## src/rtl/shot_pkg.sv

```systemverilog
// Shared types and default constants for the player shot scheduler and the
// reusable slot picker.
package shot_pkg;

  typedef enum logic [1:0] {
    READY    = 2'd0,
    FIRE     = 2'd1,
    COOLDOWN = 2'd2
  } shot_state_t;

  localparam int unsigned SHOT_NUM_SLOTS_DEF = 4;
  localparam int unsigned SHOT_COOLDOWN_DEF  = 8;
  localparam int unsigned SHOT_MAX_AMMO_DEF  = 15;
  localparam int unsigned SHOT_RELOAD_DEF    = 30;

  localparam int unsigned SHOT_CNT_W  = 8;
  localparam int unsigned SHOT_AMMO_W = 4;
  localparam int unsigned SHOT_DIR_W  = 3;

endpackage

```

## src/rtl/rr_free_slot_picker.sv

```systemverilog
// Combinational round-robin free-slot picker.
// Scans slot_active starting at rr_ptr (wrapping) and returns the first
// inactive slot.
//   slot_active : occupancy bitmap, 1 = busy
//   rr_ptr      : slot index with highest priority this cycle
//   sel         : chosen free slot (0 when none free)
//   any_free    : at least one slot is free
module rr_free_slot_picker #(
  parameter int unsigned NUM_SLOTS = 4
) (
  input  logic [NUM_SLOTS-1:0]         slot_active,
  input  logic [$clog2(NUM_SLOTS)-1:0] rr_ptr,
  output logic [$clog2(NUM_SLOTS)-1:0] sel,
  output logic                         any_free
);

  localparam int unsigned SEL_W = $clog2(NUM_SLOTS);

  // Walk from lowest to highest priority so the highest-priority free slot wins last.
  always_comb begin
    sel      = '0;
    any_free = 1'b0;
    for (int k = int'(NUM_SLOTS) - 1; k >= 0; k--) begin
      if (!slot_active[SEL_W'((int'(rr_ptr) + k) % int'(NUM_SLOTS))]) begin
        sel      = SEL_W'((int'(rr_ptr) + k) % int'(NUM_SLOTS));
        any_free = 1'b1;
      end
    end
  end

endmodule

```

## src/rtl/shot_slot_scheduler.sv

```systemverilog
// Player shot scheduler: turns each fire press into a one-cycle launch pulse
// on a free mover slot (round-robin), with frame cooldown and a refilling
// ammo budget.
//   clk, reset    : clock, synchronous active-high reset
//   startOfFrame  : one-cycle frame tick
//   fireRequest   : keyboard fire level; rising edge is a press
//   direction_in  : direction handed to the launched shot
//   slot_done     : per-slot end-of-shot pulse
//   triggerShot   : one-hot launch pulse (registered)
//   shotDirection : direction latched at the accepted press (registered)
//   slot_active   : slot occupancy (registered)
//   ammo          : remaining rounds (registered)
//   fire_ready    : combinational, a press right now would be accepted
module shot_slot_scheduler
  import shot_pkg::*;
#(
  parameter int unsigned NUM_SLOTS       = SHOT_NUM_SLOTS_DEF,
  parameter int unsigned COOLDOWN_FRAMES = SHOT_COOLDOWN_DEF,
  parameter int unsigned MAX_AMMO        = SHOT_MAX_AMMO_DEF,
  parameter int unsigned RELOAD_FRAMES   = SHOT_RELOAD_DEF
) (
  input  logic                   clk,
  input  logic                   reset,
  input  logic                   startOfFrame,
  input  logic                   fireRequest,
  input  logic [SHOT_DIR_W-1:0]  direction_in,
  input  logic [NUM_SLOTS-1:0]   slot_done,
  output logic [NUM_SLOTS-1:0]   triggerShot,
  output logic [SHOT_DIR_W-1:0]  shotDirection,
  output logic [NUM_SLOTS-1:0]   slot_active,
  output logic [SHOT_AMMO_W-1:0] ammo,
  output logic                   fire_ready
);

  localparam int unsigned SEL_W = $clog2(NUM_SLOTS);
  localparam logic [SHOT_AMMO_W-1:0] AMMO_FULL   = SHOT_AMMO_W'(MAX_AMMO);
  localparam logic [SHOT_CNT_W-1:0]  CD_LOAD     = SHOT_CNT_W'(COOLDOWN_FRAMES);
  localparam logic [SHOT_CNT_W-1:0]  RL_LAST     = SHOT_CNT_W'(RELOAD_FRAMES - 1);

  shot_state_t           state, state_d;
  logic                  fire_d;
  logic [SEL_W-1:0]      rr_ptr;
  logic [SHOT_CNT_W-1:0] cd_cnt;
  logic [SHOT_CNT_W-1:0] rl_cnt;

  logic                  press;
  logic                  accept;
  logic                  cd_tick;
  logic                  reload_done;
  logic                  any_free;
  logic [SEL_W-1:0]      sel;
  logic [NUM_SLOTS-1:0]  sel_onehot;
  logic [SEL_W-1:0]      rr_next;

  rr_free_slot_picker #(
    .NUM_SLOTS (NUM_SLOTS)
  ) u_picker (
    .slot_active (slot_active),
    .rr_ptr      (rr_ptr),
    .sel         (sel),
    .any_free    (any_free)
  );

  assign press       = fireRequest & ~fire_d;
  // any_free is exactly ~&slot_active
  assign fire_ready  = (state == READY) && (ammo != '0) && any_free;
  assign sel_onehot  = NUM_SLOTS'(1) << sel;
  assign rr_next     = SEL_W'((int'(sel) + 1) % int'(NUM_SLOTS));
  assign reload_done = (ammo < AMMO_FULL) && startOfFrame && (rl_cnt >= RL_LAST);

  // State register
  always_ff @(posedge clk) begin
    if (reset) state <= READY;
    else       state <= state_d;
  end

  // Next state; FIRE lasts one cycle and ignores startOfFrame
  always_comb begin
    state_d = state;
    accept  = 1'b0;
    cd_tick = 1'b0;
    unique case (state)
      READY: begin
        if (press && fire_ready) begin
          accept  = 1'b1;
          state_d = FIRE;
        end
      end
      FIRE: state_d = COOLDOWN;
      COOLDOWN: begin
        if (cd_cnt == '0) begin
          state_d = READY;
        end else if (startOfFrame) begin
          cd_tick = 1'b1;
          if (cd_cnt == SHOT_CNT_W'(1)) state_d = READY;
        end
      end
      default: state_d = READY;
    endcase
  end

  // Launch side effects are registered on the accepting edge so that the
  // pulse, occupancy and ammo all change together in the FIRE cycle.
  always_ff @(posedge clk) begin
    if (reset) begin
      fire_d        <= 1'b0;
      triggerShot   <= '0;
      slot_active   <= '0;
      shotDirection <= '0;
      rr_ptr        <= '0;
      cd_cnt        <= '0;
      rl_cnt        <= '0;
      ammo          <= AMMO_FULL;
    end else begin
      fire_d      <= fireRequest;
      triggerShot <= accept ? sel_onehot : '0;
      // Set beats a coincident done pulse on the same slot
      slot_active <= (slot_active & ~slot_done) | (accept ? sel_onehot : '0);

      if (accept) begin
        shotDirection <= direction_in;
        rr_ptr        <= rr_next;
      end

      if (accept)       cd_cnt <= CD_LOAD;
      else if (cd_tick) cd_cnt <= cd_cnt - SHOT_CNT_W'(1);

      if (ammo >= AMMO_FULL)  rl_cnt <= '0;
      else if (reload_done)   rl_cnt <= '0;
      else if (startOfFrame)  rl_cnt <= rl_cnt + SHOT_CNT_W'(1);

      // Fire and reload in the same cycle cancel; both directions saturate
      if (accept && !reload_done && ammo != '0)
        ammo <= ammo - SHOT_AMMO_W'(1);
      else if (reload_done && !accept && ammo < AMMO_FULL)
        ammo <= ammo + SHOT_AMMO_W'(1);
    end
  end

endmodule
```

## config.mk

```make
export PLATFORM = sky130hd
export DESIGN_NAME = shot_slot_scheduler
export DESIGN_NICKNAME = d
export VERILOG_FILES = /design/src/rtl/shot_pkg.sv /design/src/rtl/rr_free_slot_picker.sv /design/src/rtl/shot_slot_scheduler.sv
export SDC_FILE = /design/constraint.sdc
export NUM_CORES = 1
export LEC_CHECK = 0
export CAP_MARGIN = 10
export CORE_MARGIN = 3
export CORE_UTILIZATION = 53
export CTS_CLUSTER_SIZE = 12
export DETAILED_ROUTE_END_ITERATION = 10
export GPL_ROUTABILITY_DRIVEN = 0
export GPL_TIMING_DRIVEN = 0
export PLACE_DENSITY_LB_ADDON = 0.12
export SETUP_SLACK_MARGIN = 0.15
export SYNTH_ARGS = -nofsm -noshare
export SYNTH_HDL_FRONTEND = slang
export SYNTH_HIERARCHICAL = 1
export SYNTH_SLANG_ARGS = --single-unit
```

## constraint.sdc

```tcl
create_clock -name clk -period 3.3 [get_ports clk]
set_input_delay 0.33 -clock clk [delete_from_list [all_inputs] [get_ports clk]]
set_output_delay 0.33 -clock clk [all_outputs]
set_load 0.03 [all_outputs]
```

Yosys cells after proc, flatten, opt, wreduce, memory -nomap -nowiden --
Cells that the tools add are included.
Word-level totals: register bits 36, latch bits 0, memory bits (writable) 0, bits in read-only memories 0, input bits 11, output and inout bits 16, word-level logic and storage cells 91, memories 0
Cells by class: $add $sub $neg 8, multiply operators 0, div/mod/pow operators 0, $lt $le $gt $ge 7, equality and inequality tests 6, shift operators 1, multiplexer cells 35, bitwise gates (word level) 5, reductions and logical operators 19
Operator list (count):
- 4-bit 2-to-1 mux | 5
- 1-bit 2-to-1 mux | 17
- 2-bit by 4-bit < comparator with 1-bit output, second input constant | 4
- 2-bit 2-to-1 mux | 8
- 1-bit logical AND | 9
- 8-bit by 1-bit adder with 8-bit output, second input constant | 1
- 1-bit binary-select mux with 2-bit select | 4
- 8-bit by 1-bit == test with 1-bit output, second input constant | 1
- 8-bit by 5-bit >= comparator with 1-bit output, second input constant | 1
- 8-bit logical NOT | 1
- 8-bit by 1-bit subtractor with 8-bit output, second input constant | 1
- 3-bit inequality test, second input constant | 2
- 2-bit one-hot mux with 3 select lines | 1
- 2-bit by 1-bit adder with 2-bit output, second input constant | 2
- 2-bit adder, second input constant | 2
- 4-bit by 1-bit adder with 4-bit output, second input constant | 1
- 4-bit bitwise AND | 1
- 4-bit >= comparator, second input constant | 1
- 4-bit < comparator, second input constant | 1
- 4-bit NOT | 1
- 4-bit OR | 1
- 2-bit nonzero test | 2
- 4-bit nonzero test | 1
- 1-bit by 2-bit left shift with 4-bit output, first input constant | 1
- 11 further kinds | 12

Logic depth before layout (Yosys ltp) --
Gate-level depths: netlist of the first run.
word-level depth 17, gate-level depth with buffers 13, gate-level depth less buffers 13

Modules after synthesis --
Netlist of the first run, hierarchy kept.
By module, submodules not included:
- shot_slot_scheduler | instances 1, cells an instance 178, area each 1667.8 um2
- rr_free_slot_picker | instances 1, cells an instance 13, area each 73.8 um2

Worst setup path before layout of the first run --
OpenSTA, ideal clock, no wires.
path type register -> register, start register slot_active[2], end register ammo[3], setup time 0.072 ns, arrival 2.812 ns, data required time 3.228 ns, slack 0.416 ns, cell stages (with the launch flop) 12, buffers on the path 1, clock period less this slack 2.884 ns, path through dfxtp_1 -> nand4_1 -> or3b_1 -> nor4b_1 -> buf_2 -> nand2_1 -> inv_1 -> ha_1 -> a21o_1 -> a21o_1 -> a41oi_1 -> mux2i_1
On the way: longest elaborated chain between the ends 15
Ends and longest elaborated chain:
- from (decl) | RTL line shot_slot_scheduler.sv:30 | output logic [NUM_SLOTS-1:0] slot_active,
- from (signal assigned) | RTL line shot_slot_scheduler.sv:118 | slot_active <= (slot_active & ~slot_done) | (accept ? sel_onehot : '0);
- 1-bit binary-select mux with 2-bit select | RTL line rr_free_slot_picker.sv:24 | if (!slot_active[SEL_W'((int'(rr_ptr) + k) % int'(NUM_SLOTS))]) begin
- 1-bit 2-to-1 mux (implied by the code) (2 in series) | RTL line rr_free_slot_picker.sv:24
- 1-bit 2-to-1 mux (3 in series) | RTL line rr_free_slot_picker.sv:24
- 1-bit 2-to-1 mux (*) | RTL line rr_free_slot_picker.sv:24
- named net any_free | RTL line shot_slot_scheduler.sv:50 | logic any_free;
- 1-bit logical AND (*) | RTL line shot_slot_scheduler.sv:66 | assign fire_ready = (state == READY) && (ammo != '0) && any_free;
- 1-bit logical AND (*) | RTL line shot_slot_scheduler.sv:84 | if (press && fire_ready) begin
- 1-bit 2-to-1 mux (*) | RTL line shot_slot_scheduler.sv:84
- 1-bit 2-to-1 mux (*) | RTL line shot_slot_scheduler.sv:82 | unique case (state)
- 1-bit logical NOT | RTL line shot_slot_scheduler.sv:135 | else if (reload_done && !accept && ammo < AMMO_FULL)
- 1-bit logical AND (2 in series) | RTL line shot_slot_scheduler.sv:135
- 2-bit nonzero test (no source line)
- to (signal assigned) | RTL line shot_slot_scheduler.sv:134 | ammo <= ammo - SHOT_AMMO_W'(1);
- to (signal assigned) | RTL line shot_slot_scheduler.sv:136 | ammo <= ammo + SHOT_AMMO_W'(1);
- to (decl) | RTL line shot_slot_scheduler.sv:31 | output logic [SHOT_AMMO_W-1:0] ammo,
Mark *: on every way through the listed nets, which the timed path passes. The rest lies on a longest branch. The select of a mux whose other input is x is not followed. A chain may end at the register's enable or synchronous reset.

Worst setup path after layout of the first run --
Ends and elaborated chain as after synthesis.

==> impl_summary.log, run 1 <==
INFO  metric core_area = 0.00310 mm²
INFO  metric worst_skew_pair.late_latency = 0.35 ns
INFO  metric synth_cell_type_count = 41
INFO  metric timing.critical_path.arrival = 3.20 ns
INFO  metric postCtsHoldBufs = 0
INFO  metric synthDominantAreaCellType = dfxtp_1
INFO  metric critical_path.startpoint_type = flop
INFO  metric cap_viol_max_count = 0
INFO  metric critical_path.n_buffers_inverters = 2
INFO  metric setup_slack = 0.394 ns
INFO  metric grt_pass1_wl = 5990 µm
INFO  metric share_of_synthesized_flip_flops_with_an_asynchronous_set_or_reset = 0%
INFO  metric die_h = 63.3 µm
INFO  metric clkSlewWorstSetupHoldPaths = 0.11 ns
INFO  metric postSynthCellCount = 191
INFO  metric timing.slew.headroom = 46.9%
INFO  metric route.detailed.vias_per_inst = 5.22
INFO  metric timing_worst_setup_path_type = flop to flop
INFO  metric post_synth_top_cells = nor2_1 (38), dfxtp_1 (36), ha_1 (12), inv_1 (11), mux2i_1 (9)
INFO  metric slowest_delay = 0.42 ns
INFO  metric ffs_latches_synth = 36
INFO  metric largest_net_degree_at_the_start_of_global_routing = 12
INFO  metric cpLargestDelayFamily = simple AND/OR/NAND/NOR gates
INFO  metric min_path_type = primary input to flop
INFO  metric initial_util = 56.1%
INFO  metric synthesized_area_per_cell = 9.12 µm²
INFO  metric cts_max_path_buffers = 2
INFO  metric setup_total_negative_slack = 0 ns
INFO  metric antenna-diode-count = 0
INFO  metric grt_overflow = 0
INFO  metric synth_sequential_area_ratio = 41.4%
INFO  metric areaGrowthSynthToFinish = 21.9%
INFO  metric fin_crit_sh = 88.1%
INFO  metric postRouteAntennaNets = 0
INFO  metric placementRows = 20
INFO  metric grt_usage = 19.0%
INFO  metric synthesis.area = 0.00174 mm²
INFO  metric port_buffers = 25
INFO  metric num_io_pins = 27
INFO  metric synthesis.yosys.warnings = 6
INFO  metric static-leakage-power = 0.855 nW
INFO  metric antenna_found_initial = 0
INFO  metric finClkSkew = 0.0124 ns
INFO  metric required = 3.59 ns
INFO  metric fmax = 0.344 GHz
INFO  metric power.ir.vdd_worst = 0.230 mV
INFO  metric cp_max_fo = 10
INFO  metric dominantRegCellSynth = dfxtp_1
INFO  metric synth_fp_nets = 215
INFO  metric detail_placement_hpwl = 2480 µm
INFO  metric finish.net_count = 247
INFO  metric final_layout_size_suffix_gt1_share = 7.59%
INFO  metric route.detailed.drc = 0
INFO  metric worstSetupEndpointType = flop
INFO  metric ctsRootBufferMaster = clkbuf_4
INFO  metric design.die.area = 0.00401 mm²
INFO  metric status = complete, no violations
INFO  metric drt-pass1-iter-count = 4
INFO  metric synth_edf_count = 0
INFO  metric synth_most_common_cell = nor2_1
INFO  metric first_global_vias = 1426
INFO  metric final-hold-violation-count = 0
INFO  metric synthDominantCellAreaShare = 41.4%
INFO  metric tritoncts_num_sinks = 36
INFO  metric final-max-slew-violation-count = 0
INFO  metric drtIter0Drc = 87
INFO  metric crit_path_cell_trace = nand4_1 > or3b_1 > nor4b_4 > buf_2 > nand2_1 > inv_1 > ha_1 > a21o_1 > a21o_1 > a41oi_1 > mux2i_1
INFO  metric worst_path_max_delay_cell = or3b_1
INFO  metric report.final.setup_viol = 0
INFO  metric worst-slew-pin-transition = 0.793 ns
INFO  metric routed_wl = 3430 µm
INFO  metric cts-htree-levels = 2
INFO  metric power_density = 447 mW/mm²
INFO  metric grt_setup_unrepaired = false
INFO  metric preCtsSetupSlack = 0.109 ns
INFO  metric route.vias.total = 1399
INFO  metric cts_buffers = 5
INFO  metric wire_per_inst = 12.8 µm
INFO  metric tritoncts_clock_tree = done
INFO  metric min_period = 2.91 ns
INFO  metric synth_area_leaders = dfxtp_1 (41%), ha_1 (8.6%), nor2_1 (8.2%)
INFO  metric dieWidth = 63.3 µm
INFO  metric crit_top_cell = a21o_1
[flip-flops by register name (all words and copies together) (netlist names)]
name,cells
ammo,4
triggerShot,4
shotDirection,3
rr_ptr,2
slot_active,4
cd_cnt,8
rl_cnt,8
state,2
fire_d,1
[metal layers]
layer | GRT usage (%) | part of all wire (%) | vias to the layer above
met1 | 20.4 | 46 | 649
met4 | 8.36 | 1.6 | 0
li1 | - | - | 710
met5 | 0 | 0 | -
met3 | 7.49 | 5.1 | 6
met2 | 32.7 | 47 | 34
[path summary, 6_finish.rpt]
path	start	to	slack [ns]	depth (start not counted)
max	slot_active[2]$_SDFF_PP0_	ammo[3]$_SDFFE_PP1P_	0.39	11
min	startOfFrame	rl_cnt[1]$_SDFFE_PP0P_	0.37	3
max reg2reg	slot_active[2]$_SDFF_PP0_	ammo[3]$_SDFFE_PP1P_	0.39	11
min reg2reg	shotDirection[2]$_SDFFE_PP0P_	shotDirection[2]$_SDFFE_PP0P_	0.51	2
[cells by family (layout without fill, tap and decap cells)]
kind of cell / after synthesis / after routing / share of synthesized area [%]
compound gates: 23 / 23 / 8.98
xor+xnor: 14 / 14 / 7.47
fa+ha+maj: 13 / 13 / 9.77
buf+inv: 17 / 50 / 3.88
flops: 36 / 36 / 41.4
mux: 10 / 10 / 5.82
simple gates: 78 / 78 / 22.7
[final cells by class]
class / instances / area, µm²
clock buffer: 6 / 51.3
clock inverter: 2 / 10.0
multi-input combinational: 138 / 968
sequential: 36 / 721
timing repair buffer: 25 / 250
inverter: 11 / 41.3
buffer: 6 / 26.3
fill: 276 / 980
tap: 44 / 55.1
[where the power goes]
group	internal [mW]	leakage [nW]	switching (mW)
sequential	0.457	0.293	0.0252
clock	0.101	0.0380	0.147
combinational	0.0986	0.524	0.119
total	0.657	0.855	0.291
[stage by stage]
stage | power, mW | cell area, µm² | util (%) | hold slack [ns] | std cells
final | 0.949 | 2120 | 68.4 | 0.370 | 268
after global routing | 1.01 | 2120 | 68.4 | 0.362 | 268
after CTS | 0.956 | 2110 | 68.1 | 0.371 | 268
after detailed placement | 0.706 | 2050 | 66.0 | 0.487 | 260
after global placement | 0.698 | 2050 | 66.0 | 0.475 | 260
after floorplan | 0.635 | 1740 | - | 0.453 | 191
[placed cells by master, fill, tap and decap left out, types with 2 or more instances in the layout]
cell	instances
nor2_1	38
dfxtp_1	36
clkdlybuf4s50_1	25
ha_1	12
inv_1	11
mux2i_1	9
nor2b_1	8
xor2_1	7
xnor2_1	6
nand2_1	5
a21oi_1	5
clkbuf_4	5
nand4_1	4
o21ai_0	4
and2_1	4
nor3_1	4
buf_2	3
clkbuf_1	3
a211oi_1	3
a21o_1	2
a31oi_1	2
nand4b_1	2
nand3_1	2
clkinv_2	2
a22oi_1	2
[worst min-delay path, stage by stage]
cell     delay, ns
buf_2         0.19
mux2i_1       0.10
nor2_1        0.07
[what timing repair did]
item	CTS	global route
buffers inserted	0	0
hold endpoints to repair	0	0
endpoints found under the setup margin	1	1
resized for setup	1	1
No activity file was read; power rests on OpenSTA's default activity.
==> run 2: changes to the inputs <==
CTS_CLUSTER_SIZE = 30   (was 12)
RECOVER_POWER = 100   (was not set)
==> run 2 against run 1 <==
  * Sequential power hardly changed
  * Register-to-register slack better by 0.02 ns
  * Critical path depth stayed put
  * Die area did not move
  * Sequential cell count stayed put
  * Design area decreased by 0.53%
  * Largest cell class unchanged
  * Fmax rose by 0.52%
==> impl_summary.log, run 2 (same netlist as run 1, synthesis figures left out) <==
INFO  metric dieWidth = 63.3 µm
INFO  metric first_global_vias = 1426
INFO  metric power_density = 446 mW/mm²
INFO  metric fillers = 278
INFO  metric fin_crit_sh = 87.6%
INFO  metric required = 3.59 ns
INFO  metric route.detailed.vias_per_inst = 5.25
INFO  metric cap_viol_max_count = 0
INFO  metric tritoncts_clock_tree = done
INFO  metric setup_slack = 0.409 ns
INFO  metric min_path_type = primary input to flop
INFO  metric holdWs = 0.370 ns
INFO  metric route.vias.total = 1407
INFO  metric worst_r2r_startpoint = slot_active[2]$_SDFF_PP0_
INFO  metric final-max-slew-violation-count = 0
INFO  metric postRouteAntennaNets = 0
INFO  metric setup_total_negative_slack = 0 ns
INFO  metric core_area = 0.00310 mm²
INFO  metric timing_worst_setup_path_type = flop to flop
INFO  metric worst-slew-pin-transition = 0.783 ns
INFO  metric initial_util = 56.1%
INFO  metric route.detailed.drc = 0
INFO  metric hold_path_end = rl_cnt[1]$_SDFFE_PP0P_
INFO  metric status = complete, no violations
INFO  metric placementRows = 20
INFO  metric finish.net_count = 247
INFO  metric antenna_found_initial = 0
INFO  metric layout_common_cells = nor2_1 (38), dfxtp_1 (36), dlygate4sd3_1 (17)
INFO  metric cts-htree-levels = 2
INFO  metric drt-pass1-iter-count = 4
INFO  metric drtIter0Drc = 84
INFO  metric holdCritStartpoint = startOfFrame
INFO  metric rr_endpoint = ammo[3]$_SDFFE_PP1P_
INFO  metric final-hold-violation-count = 0
INFO  metric setup.reg_to_reg.worst_slack = 0.41 ns
INFO  metric report.final.setup_viol = 0
INFO  metric cts_max_path_buffers = 2
INFO  metric areaGrowthSynthToFinish = 21.3%
INFO  metric cts.repair_timing.setup_buffer_count = 0
INFO  metric gr-max-usage-layer = met2
INFO  metric use_met1 = 20.4%
INFO  metric cts_buffers = 5
INFO  metric postCtsHoldBufs = 0
INFO  metric globalRouteMet2Util = 32.7%
INFO  metric hold_path_depth = 3
INFO  metric met3_usage = 7.49%
INFO  metric die_h = 63.3 µm
INFO  metric cp_max_fo = 10
INFO  metric min_period = 2.89 ns
INFO  metric antenna-diode-count = 0
INFO  metric largest_registers = cd_cnt x8, rl_cnt x8
INFO  metric layout.cells.most_common = nor2_1
INFO  metric clkSlewWorstSetupHoldPaths = 0.11 ns
INFO  metric num_io_pins = 27
INFO  metric worst_skew_pair.late_latency = 0.35 ns
INFO  metric grt_setup_unrepaired = false
INFO  metric largest_net_degree_at_the_start_of_global_routing = 12
INFO  metric wire_per_inst = 12.7 µm
INFO  metric ctsRootBufferMaster = clkbuf_4
INFO  metric preCtsSetupSlack = 0.109 ns
INFO  metric tritoncts_num_sinks = 36
INFO  metric design.die.area = 0.00401 mm²
INFO  metric power.ir.vdd_worst = 0.229 mV
INFO  metric critical_path.startpoint_type = flop
INFO  metric grt_overflow = 0
INFO  metric layout.cell_area.non_filler = 0.00211 mm²
INFO  metric routed_wl = 3410 µm
INFO  metric finClkSkew = 0.0120 ns
INFO  metric timing.critical_path.arrival = 3.19 ns
INFO  metric grt_pass1_wl = 5990 µm
INFO  metric worstSetupEndpointType = flop
INFO  metric timing.slew.headroom = 47.6%
INFO  metric port_buffers = 25
INFO  metric place_area = 0.00205 mm²
INFO  metric fmax = 0.346 GHz
INFO  metric final_layout_size_suffix_gt1_share = 6.25%
INFO  metric detail_placement_hpwl = 2480 µm
INFO  metric static-leakage-power = 0.869 nW
INFO  metric grt_usage = 19.0%
INFO  metric reg2regPathDepth = 11
[run 2: cell count changes in the layout (fill, tap and decap cells not counted), sizes merged]
cell	change
buf	-1
clkbuf	+1
clkdlybuf4s50	-17
dlygate4sd3	+17
[run 2: worst max-delay path: stages (launching register included)]
cell and delay [ns]:
dfxtp_1 0.37, nand4_1 0.12, or3b_1 0.42, nor4b_4 0.34, buf_2 0.31, nand2_1 0.13, inv_1 0.10, ha_1 0.22
a21o_1 0.17, a21o_1 0.20, a41oi_1 0.25, mux2i_1 0.20
[run 2: what timing repair did]
item,4_1_cts,5_1_grt
cloned,0,0
gates resized for setup,1,1
endpoints found under the setup margin,1,1
[run 2: how the worst max path moves through the flow]
stage | from | end | depth (start not counted)
global route | slot_active[2]$_SDFF_PP0_ | ammo[3]$_SDFFE_PP1P_ | 11
CTS | slot_active[2]$_SDFF_PP0_ | ammo[3]$_SDFFE_PP1P_ | 11
global placement | slot_active[2]$_SDFF_PP0_ | ammo[3]$_SDFFE_PP1P_ | 11
detailed placement | slot_active[2]$_SDFF_PP0_ | ammo[3]$_SDFFE_PP1P_ | 11
floorplan | slot_active[2]$_SDFF_PP0_ | ammo[3]$_SDFFE_PP1P_ | 11
finish | slot_active[2]$_SDFF_PP0_ | ammo[3]$_SDFFE_PP1P_ | 11
[run 2: metal layers]
metal	wire (µm)	part of all wire, %	vias to the layer above
li1	-	-	716
met1	1600	47	651
met2	1580	46	34
met3	173	5.1	6
met4	55	1.6	0
met5	0	0	-
[run 2: cell type report]
class                           count  area (µm²)  share of cell area (%)
Tap cell                           44        55.1                    2.61
Multi-Input combinational cell    138         958                    45.4
Sequential cell                    36         721                    34.1
Buffer                              6        25.0                    1.18
Clock inverter                      2        10.0                   0.474
Clock buffer                        6        51.3                    2.43
Inverter                           11        41.3                    1.95
Timing Repair Buffer               25         250                    11.8
[run 2: per-stage QoR]
stage	utilization (%)	total power, mW	instances
after detailed placement	66.0	0.706	260
after CTS	68.1	0.956	268
final	68.1	0.942	268
after global placement	66.0	0.698	260
after floorplan	-	0.635	191
after global routing	68.1	1.00	268
[run 2: power by group]
part / leakage (nW) / total (mW) / switching, mW / internal, mW
Sequential: 0.293 / 0.482 / 0.0245 / 0.457
Clock: 0.0380 / 0.250 / 0.149 / 0.101
Combinational: 0.538 / 0.210 / 0.119 / 0.0919
